[src/rtl/zoom_pkg.sv]
// Shared definitions for the pixel scaler.
// Holds the mode codes, the FSM state encoding, the tap-flag bundle that travels
// down the ROM-latency pipeline, and small lookups that map a mode to its
// scale shift, direction and averaging-kernel extent.
package zoom_pkg;

    typedef enum logic [2:0] {
        MODO_1X     = 3'b000,
        MODO_UP2    = 3'b001,
        MODO_UP4    = 3'b010,
        MODO_DEC2   = 3'b011,
        MODO_DEC4   = 3'b100,
        MODO_AVG2   = 3'b101,
        MODO_AVG4   = 3'b110,
        MODO_ILEGAL = 3'b111
    } modo_e;

    typedef enum logic [1:0] {
        ST_IDLE  = 2'd0,
        ST_RUN   = 2'd1,
        ST_DRAIN = 2'd2,
        ST_FINAL = 2'd3
    } estado_e;

    // Per-read side information that must line up with the returning ROM data.
    typedef struct packed {
        logic vld;   // a read was issued in this slot
        logic last;  // last kernel tap of an output pixel (always 1 outside avg)
        logic fin;   // last read of the whole frame
    } flags_t;

    // Scale shift s: 0 for 1x, 1 for x2, 2 for x4.
    function automatic logic [1:0] shift_of(modo_e m);
        case (m)
            MODO_UP2, MODO_DEC2, MODO_AVG2: shift_of = 2'd1;
            MODO_UP4, MODO_DEC4, MODO_AVG4: shift_of = 2'd2;
            default:                        shift_of = 2'd0;
        endcase
    endfunction

    // 1x behaves like an upscale with s=0 (source coord = output coord).
    function automatic logic is_up(modo_e m);
        is_up = (m == MODO_1X) || (m == MODO_UP2) || (m == MODO_UP4);
    endfunction

    function automatic logic is_avg(modo_e m);
        is_avg = (m == MODO_AVG2) || (m == MODO_AVG4);
    endfunction

    // Highest kernel tap index per axis: 2x2 kernel for avg2, 4x4 for avg4.
    function automatic logic [1:0] kmax_of(modo_e m);
        case (m)
            MODO_AVG2: kmax_of = 2'd1;
            MODO_AVG4: kmax_of = 2'd3;
            default:   kmax_of = 2'd0;
        endcase
    endfunction

endpackage

[src/rtl/pipeline_atraso.sv]
// Fixed-depth delay line used to carry read side-information (valid, last-tap,
// final, output address) alongside the ROM access so it arrives together with
// the ROM data.
// Ports:
//   clk  - clock
//   rst  - synchronous active-high reset, clears every stage
//   d_i  - data entering the line
//   q_o  - data leaving the line, DEPTH cycles later
module pipeline_atraso #(
    parameter int DEPTH = 1,
    parameter int WIDTH = 8
) (
    input  logic             clk,
    input  logic             rst,
    input  logic [WIDTH-1:0] d_i,
    output logic [WIDTH-1:0] q_o
);

    logic [DEPTH-1:0][WIDTH-1:0] pipe_q;

    always_ff @(posedge clk) begin
        if (rst) begin
            pipe_q <= '0;
        end else begin
            pipe_q[0] <= d_i;
            for (int i = 1; i < DEPTH; i++) begin
                pipe_q[i] <= pipe_q[i-1];
            end
        end
    end

    assign q_o = pipe_q[DEPTH-1];

endmodule

[src/rtl/pixel_scaler.sv]
// Image scaler: reads a source image from a ROM and writes a scaled image to a
// RAM. Supports 1x, nearest-neighbour up-scaling (x2, x4), decimation (/2, /4)
// and box-filter averaging (/2, /4).
// Ports:
//   clk, rst   - clock and synchronous active-high reset
//   start      - one-cycle request, only looked at in IDLE
//   modo       - scale mode, captured when start is accepted
//   pixel_in   - ROM read data, ROM_LAT cycles after rom_addr
//   rom_addr   - source read address (registered)
//   ram_addr   - destination write address (registered, valid with wren)
//   pixel_out  - destination write data (registered, valid with wren)
//   wren       - write strobe
//   busy       - job in progress (through the done cycle)
//   done       - one-cycle completion pulse
//   err        - last accepted request used the illegal mode
module pixel_scaler
    import zoom_pkg::*;
#(
    parameter int LARGURA_ORIG = 160,
    parameter int ALTURA_ORIG  = 120,
    parameter int PIXEL_W      = 8,
    parameter int ROM_LAT      = 1,
    parameter int RAM_AW       = 19,
    parameter int ROM_AW       = 15
) (
    input  logic               clk,
    input  logic               rst,
    input  logic               start,
    input  logic [2:0]         modo,
    input  logic [PIXEL_W-1:0] pixel_in,
    output logic [ROM_AW-1:0]  rom_addr,
    output logic [RAM_AW-1:0]  ram_addr,
    output logic [PIXEL_W-1:0] pixel_out,
    output logic               wren,
    output logic               busy,
    output logic               done,
    output logic               err
);

    // Counters must hold up to 4x the source dimension.
    localparam int XW  = $clog2(LARGURA_ORIG * 4) + 1;
    localparam int YW  = $clog2(ALTURA_ORIG * 4) + 1;
    localparam int ACW = PIXEL_W + 4;  // 16 taps of PIXEL_W bits
    localparam int PLW = $bits(flags_t) + RAM_AW;

    // Control / issue state
    estado_e             state_q, state_d;
    modo_e               modo_q, modo_d;
    logic                err_q, err_d;
    logic [XW-1:0]       ox_q, ox_d;
    logic [YW-1:0]       oy_q, oy_d;
    logic [1:0]          kx_q, kx_d, ky_q, ky_d;
    logic [RAM_AW-1:0]   oidx_q, oidx_d;      // linear output index = oy*OUT_W+ox
    logic [ROM_AW-1:0]   rom_addr_q, rom_addr_d;
    flags_t              iss_q, iss_d;
    logic [RAM_AW-1:0]   iss_addr_q, iss_addr_d;

    // Write stage
    logic                wren_q, wren_d;
    logic                fin_q, fin_d;
    logic [PIXEL_W-1:0]  pixel_out_q, pixel_out_d;
    logic [RAM_AW-1:0]   ram_addr_q, ram_addr_d;
    logic [ACW-1:0]      acc_q, acc_d;

    // Mode-derived geometry
    logic [1:0]          s;
    logic                up, avg;
    logic [1:0]          kmax;
    logic [XW-1:0]       out_w;
    logic [YW-1:0]       out_h;
    logic                tap_last, pix_last;
    logic [ROM_AW-1:0]   sx, sy, rom_nxt;

    always_comb begin
        s     = shift_of(modo_q);
        up    = is_up(modo_q);
        avg   = is_avg(modo_q);
        kmax  = kmax_of(modo_q);
        out_w = up ? (XW'(LARGURA_ORIG) << s) : (XW'(LARGURA_ORIG) >> s);
        out_h = up ? (YW'(ALTURA_ORIG)  << s) : (YW'(ALTURA_ORIG)  >> s);

        tap_last = (kx_q == kmax) && (ky_q == kmax);
        pix_last = (ox_q == out_w - XW'(1)) && (oy_q == out_h - YW'(1));

        // kx/ky stay 0 outside avg modes, so dec and avg share one formula.
        if (up) begin
            sx = ROM_AW'(ox_q) >> s;
            sy = ROM_AW'(oy_q) >> s;
        end else begin
            sx = (ROM_AW'(ox_q) << s) + ROM_AW'(kx_q);
            sy = (ROM_AW'(oy_q) << s) + ROM_AW'(ky_q);
        end
        rom_nxt = sy * ROM_AW'(LARGURA_ORIG) + sx;
    end

    // FSM next state, read issue and raster/kernel iteration
    always_comb begin
        state_d    = state_q;
        modo_d     = modo_q;
        err_d      = err_q;
        ox_d       = ox_q;
        oy_d       = oy_q;
        kx_d       = kx_q;
        ky_d       = ky_q;
        oidx_d     = oidx_q;
        rom_addr_d = rom_addr_q;
        iss_d      = '0;
        iss_addr_d = iss_addr_q;

        case (state_q)
            ST_IDLE: begin
                if (start) begin
                    modo_d  = modo_e'(modo);
                    err_d   = (modo_e'(modo) == MODO_ILEGAL);
                    ox_d    = '0;
                    oy_d    = '0;
                    kx_d    = '0;
                    ky_d    = '0;
                    oidx_d  = '0;
                    state_d = (modo_e'(modo) == MODO_ILEGAL) ? ST_FINAL : ST_RUN;
                end
            end
            ST_RUN: begin
                rom_addr_d = rom_nxt;
                iss_d.vld  = 1'b1;
                iss_d.last = tap_last;
                iss_d.fin  = tap_last && pix_last;
                iss_addr_d = oidx_q;
                if (!tap_last) begin
                    if (kx_q == kmax) begin
                        kx_d = '0;
                        ky_d = ky_q + 2'd1;
                    end else begin
                        kx_d = kx_q + 2'd1;
                    end
                end else begin
                    kx_d   = '0;
                    ky_d   = '0;
                    oidx_d = oidx_q + RAM_AW'(1);
                    if (ox_q == out_w - XW'(1)) begin
                        ox_d = '0;
                        oy_d = oy_q + YW'(1);
                    end else begin
                        ox_d = ox_q + XW'(1);
                    end
                    if (pix_last) state_d = ST_DRAIN;
                end
            end
            ST_DRAIN: begin
                // fin_q is high exactly while the frame's last write is on the bus.
                if (fin_q) state_d = ST_FINAL;
            end
            ST_FINAL: begin
                state_d = ST_IDLE;
            end
            default: state_d = ST_IDLE;
        endcase
    end

    // Side information delayed to meet the ROM data.
    logic [PLW-1:0] p_bus;
    flags_t         p_flags;
    logic [RAM_AW-1:0] p_addr;

    pipeline_atraso #(
        .DEPTH (ROM_LAT),
        .WIDTH (PLW)
    ) u_atraso (
        .clk (clk),
        .rst (rst),
        .d_i ({iss_q, iss_addr_q}),
        .q_o (p_bus)
    );

    assign {p_flags, p_addr} = p_bus;

    // Write stage: pass-through or kernel accumulation
    logic [ACW-1:0] sum;
    logic [2:0]     avg_sh;

    always_comb begin
        wren_d      = 1'b0;
        fin_d       = 1'b0;
        pixel_out_d = pixel_out_q;
        ram_addr_d  = ram_addr_q;
        acc_d       = acc_q;
        sum         = acc_q + ACW'(pixel_in);
        avg_sh      = {s, 1'b0};  // divide by 4^s = number of taps

        if (p_flags.vld) begin
            if (avg) begin
                if (p_flags.last) begin
                    wren_d      = 1'b1;
                    fin_d       = p_flags.fin;
                    pixel_out_d = PIXEL_W'(sum >> avg_sh);
                    ram_addr_d  = p_addr;
                    acc_d       = '0;
                end else begin
                    acc_d = sum;
                end
            end else begin
                wren_d      = 1'b1;
                fin_d       = p_flags.fin;
                pixel_out_d = pixel_in;
                ram_addr_d  = p_addr;
            end
        end
    end

    always_ff @(posedge clk) begin
        if (rst) begin
            state_q     <= ST_IDLE;
            modo_q      <= MODO_1X;
            err_q       <= 1'b0;
            ox_q        <= '0;
            oy_q        <= '0;
            kx_q        <= '0;
            ky_q        <= '0;
            oidx_q      <= '0;
            rom_addr_q  <= '0;
            iss_q       <= '0;
            iss_addr_q  <= '0;
            wren_q      <= 1'b0;
            fin_q       <= 1'b0;
            pixel_out_q <= '0;
            ram_addr_q  <= '0;
            acc_q       <= '0;
        end else begin
            state_q     <= state_d;
            modo_q      <= modo_d;
            err_q       <= err_d;
            ox_q        <= ox_d;
            oy_q        <= oy_d;
            kx_q        <= kx_d;
            ky_q        <= ky_d;
            oidx_q      <= oidx_d;
            rom_addr_q  <= rom_addr_d;
            iss_q       <= iss_d;
            iss_addr_q  <= iss_addr_d;
            wren_q      <= wren_d;
            fin_q       <= fin_d;
            pixel_out_q <= pixel_out_d;
            ram_addr_q  <= ram_addr_d;
            acc_q       <= acc_d;
        end
    end

    assign rom_addr  = rom_addr_q;
    assign ram_addr  = ram_addr_q;
    assign pixel_out = pixel_out_q;
    assign wren      = wren_q;
    assign busy      = (state_q != ST_IDLE);
    assign done      = (state_q == ST_FINAL);
    assign err       = err_q;

endmodule
[config.mk]
export PLATFORM = sky130hd
export DESIGN_NAME = pixel_scaler
export DESIGN_NICKNAME = d
export VERILOG_FILES = /design/src/rtl/zoom_pkg.sv /design/src/rtl/pipeline_atraso.sv /design/src/rtl/pixel_scaler.sv
export SDC_FILE = /design/constraint.sdc
export NUM_CORES = 1
export LEC_CHECK = 0
export ABC_AREA = 0
export BUFFER_PORTS_ARGS = -buffer_cell sky130_fd_sc_hd__buf_2
export CAP_MARGIN = 20
export CORE_ASPECT_RATIO = 1.4
export CORE_MARGIN = 5
export CORE_UTILIZATION = 60
export DETAILED_ROUTE_END_ITERATION = 10
export PLACE_DENSITY = 0.79
export SLEW_MARGIN = 20
export SYNTH_ARGS = -nofsm -noshare
export SYNTH_HDL_FRONTEND = slang
export SYNTH_HIERARCHICAL = 1
export SYNTH_SLANG_ARGS = --single-unit
[constraint.sdc]
create_clock -name clk -period 8.05 [get_ports clk]
set_input_delay 0.805 -clock clk [delete_from_list [all_inputs] [get_ports clk]]
set_output_delay 0.805 -clock clk [all_outputs]
set_load 0.1 [all_outputs]
==> qor.csv <==
stage,metric,value,unit
setup_path,crit-path max FO,21,
clock_network,latest clock arrival within the worst-skew pair,0.43,ns
synth,most used flip-flop cell after synthesis,dfxtp_1,
floorplanning,Die Span X,118,µm
timing,final setup TNS,0,ns
timing,Pins Over Slew Limit,0,
clock_network,Root Buffer,clkbuf_16,
layout,proportion of layout cells with a drive suffix above 1,13.1,%
synth,Synth async-reset ratio,0,%
timing,Min Hold Slack,0.430,ns
timing,Final period util,76.7,%
layout,Diodes inserted,0,
setup_path,Setup crit end kind,flop,
detailed_routing,drt wl/cell,19.1,µm
pwr,Psw,1180,µW
floorplanning,I/O pin total,60,
setup_path,R2R Path End,rom_addr[14]$_SDFFE_PP0P_,
clock_network,clock edge transition at the registers on the reported setup and hold paths,0.07,ns
clock_network,TritonCTS Buffers,17,
detailed_routing,total iterations of the first detailed-routing run,6,
flow_run,total of max-cap violations,0,
detailed_routing,DR vias/cell,6.37,
setup_path,CP required,8.40,ns
detailed_routing,First DRT Iteration DRCs,835,
clock_network,CTS tree,built,
pwr,Flop pwr share,30.3,%
layout,Post-layout nets,1254,
synth,synthesized instance count,1198,
setup_path,Critical Path Sink,rom_addr[14]$_SDFFE_PP0P_,
global_routing,met3 global-route usage,5.25,%
hold_path,Hold WC Path Type,flop to flop,
layout,most frequent cells in the layout,"dfxtp_1, nor2_1, nand2_1",
setup_path,"Data arrival, critical path",6.52,ns
place,Place WS,1.94,ns
floorplanning,initial core utilization,60.6,%
global_routing,met1 Usage GRT,32.7,%
detailed_routing,vias after detailed routing,8950,
outcome,run status,finished clean,
clock_network,CTS H-tree lvls,4,
synth,Mean Syn Cell Area,8.15,µm²
global_routing,grt peak-use layer,met2,
setup_path,CP peak stage delay,0.64,ns
layout,Area Growth Syn to Fin,7.11,%
clock_network,# hold bufs at CTS,0,
detailed_routing,Residual DRC,0,
place,dpl hpwl,18.0,mm
timing,# setup viols final,0,
pwr,power per cell area,266,mW/mm²
global_routing,number of global-route vias before repair,8675,
setup_path,R2R Path Start,modo_q[2]$_SDFFE_PP0P_,
synth,Synth Register Bits,150,
layout,"Design Area, Final",0.0105,mm²
setup_path,Worst Reg2Reg Path Length in Cells,25,
floorplanning,Die Area,0.0190,mm²
floorplanning,Die H,161,µm
synth,Ys Warns,6,
clock_network,cts repair resizes,0,
place,Placer Congestion,0.947,
timing,Slew HR,27.0,%
synth,synth unique cells,98,
setup_path,"Slowest-stage cell, CP",and2_1,
detailed_routing,Detail Route Antenna Nets,0,
timing,Fin. Hold Viols,0,
global_routing,initial antenna violation count,0,
setup_path,kind of start point of the critical path,flop,
global_routing,gr usage total,28.1,%
timing,Final WS setup,1.88,ns
timing,fmax,162,MHz
pwr,Int Power,1600,µW
clock_network,Post-CTS Setup Repair Bufs,0,
setup_path,R2R Setup Slk,1.88,ns
timing,Worst Max-Slew Pin Slew,1.10,ns
pwr,Switching Fraction,42.4,%
place,placed cell area,0.00984,mm²
global_routing,total gr overflow,0,
global_routing,first-pass GRT wire length,43.9,mm
synth,"EDFF count, synth",0,
global_routing,met2 Usage GRT,48.0,%
setup_path,Setup CP Type,flop to flop,
pwr,Peak VDD IR,0.216,mV
detailed_routing,DRT Wirelength,26.8,mm
clock_network,clock sinks,150,
place,Port-buffer cells,59,
timing,RSZ-0062 raised after global routing,false,
pwr,Clock power frac,30.4,%
clock_network,clock buffer depth,2,
floorplanning,Core ar.,0.0161,mm²
synth,Post-Syn Area,0.00976,mm²
floorplanning,FP Rows,55,
layout,"Core Util, Final",64.9,%
timing,Layout Skew,0.00897,ns
layout,"commonest non-fill, non-tap cell in the layout",dfxtp_1,
setup_path,Worst setup startpoint,modo_q[2]$_SDFFE_PP0P_,
timing,Final min period,6.17,ns
pwr,Leak,0.00385,µW
synth,sequential area share after synthesis,30.8,%
global_routing,largest net degree at the start of global routing,85,
pwr,Logic pwr share,39.3,%
[per-stage QoR]
step	cells	power, µW
floorplan	1199	1750
global placement	1372	1920
detailed placement	1372	1930
CTS	1404	2780
global route	1404	2910
finish	1404	2780
[synth_stat cells (17+ instances only)]
library cell  number  area [µm²]
a21oi_1           89         445
a31oi_1           21         131
buf_2             17        85.1
clkbuf_1          46         173
dfxtp_1          150        3000
ha_1              43         538
inv_1             35         131
mux2i_1           34         340
nand2_1          103         387
nand3_1           39         195
nor2_1           131         492
nor2b_1           24         150
nor3_1            33         165
o21ai_0           56         280
xnor2_1           54         473
xor2_1            25         219
[sequential cells by signal (all words and copies together), names as in the netlist, 8 cells and up]
signal / cells
acc_q: 12
iss_addr_q: 19
ram_addr: 19
ox_q: 11
u_atraso/q_o: 22
pixel_out: 8
oidx_q: 19
oy_q: 10
rom_addr: 15
[layout make-up]
cell class	count	area [µm²]
fill	1406	5640
sequential	150	3010
inverter	38	148
clock inverter	12	165
multi-input combinational	919	6080
timing repair buffer	66	350
tap	199	249
clock buffer	20	457
[critical path: cells and delay by family (launching register included)]
kind	cells	cell delay, ns
AO/OA/AOI/OAI	10	1.68
XOR/XNOR	3	0.44
adder cells (fa/ha/maj)	5	1.50
flip-flops	1	0.58
AND/OR/NAND/NOR	7	1.87
[power groups by stage]
stage	sequential (µW)	combinational (µW)	clock [µW]
floorplan	1020	729	0
global placement	856	1060	0
detailed placement	857	1080	0
CTS	842	1090	851
global route	849	1180	886
finish	843	1090	845
[kinds of logic after synthesis]
group / after synthesis / share of synthesized area (%)
compound gates: 313 / 21.7
xor+xnor: 79 / 7.09
fa+ha+maj: 49 / 6.64
buf+inv: 130 / 7.16
flops: 150 / 30.8
mux: 37 / 3.83
other cells: 1 / 0.0384
simple gates: 439 / 22.8
[routing by layer]
| metal | part of all wire (%) | wire, µm | up-vias |
|---|---|---|---|
| met1 | 39 | 10500 | 4257 |
| met4 | 5.2 | 1410 | 0 |
| met5 | 0 | 0 | - |
| li1 | - | - | 4270 |
| met3 | 5.7 | 1530 | 93 |
| met2 | 50 | 13400 | 330 |
[worst min-delay path by stage]
stage	start	end	depth (start not counted)	slack (ns)
global placement	iss_q[2]$_SDFF_PP0_	u_atraso/q_o[21]$_SDFF_PP0_	1	0.42
CTS	u_atraso/q_o[13]$_SDFF_PP0_	ram_addr[13]$_SDFFE_PP0P_	2	0.44
detailed placement	iss_q[0]$_SDFF_PP0_	u_atraso/q_o[19]$_SDFF_PP0_	1	0.43
global route	u_atraso/q_o[16]$_SDFF_PP0_	ram_addr[16]$_SDFFE_PP0P_	2	0.46
finish	u_atraso/q_o[13]$_SDFF_PP0_	ram_addr[13]$_SDFFE_PP0P_	2	0.43
floorplan	iss_q[0]$_SDFF_PP0_	u_atraso/q_o[19]$_SDFF_PP0_	1	0.41
(Power assumes the default switching activity.)
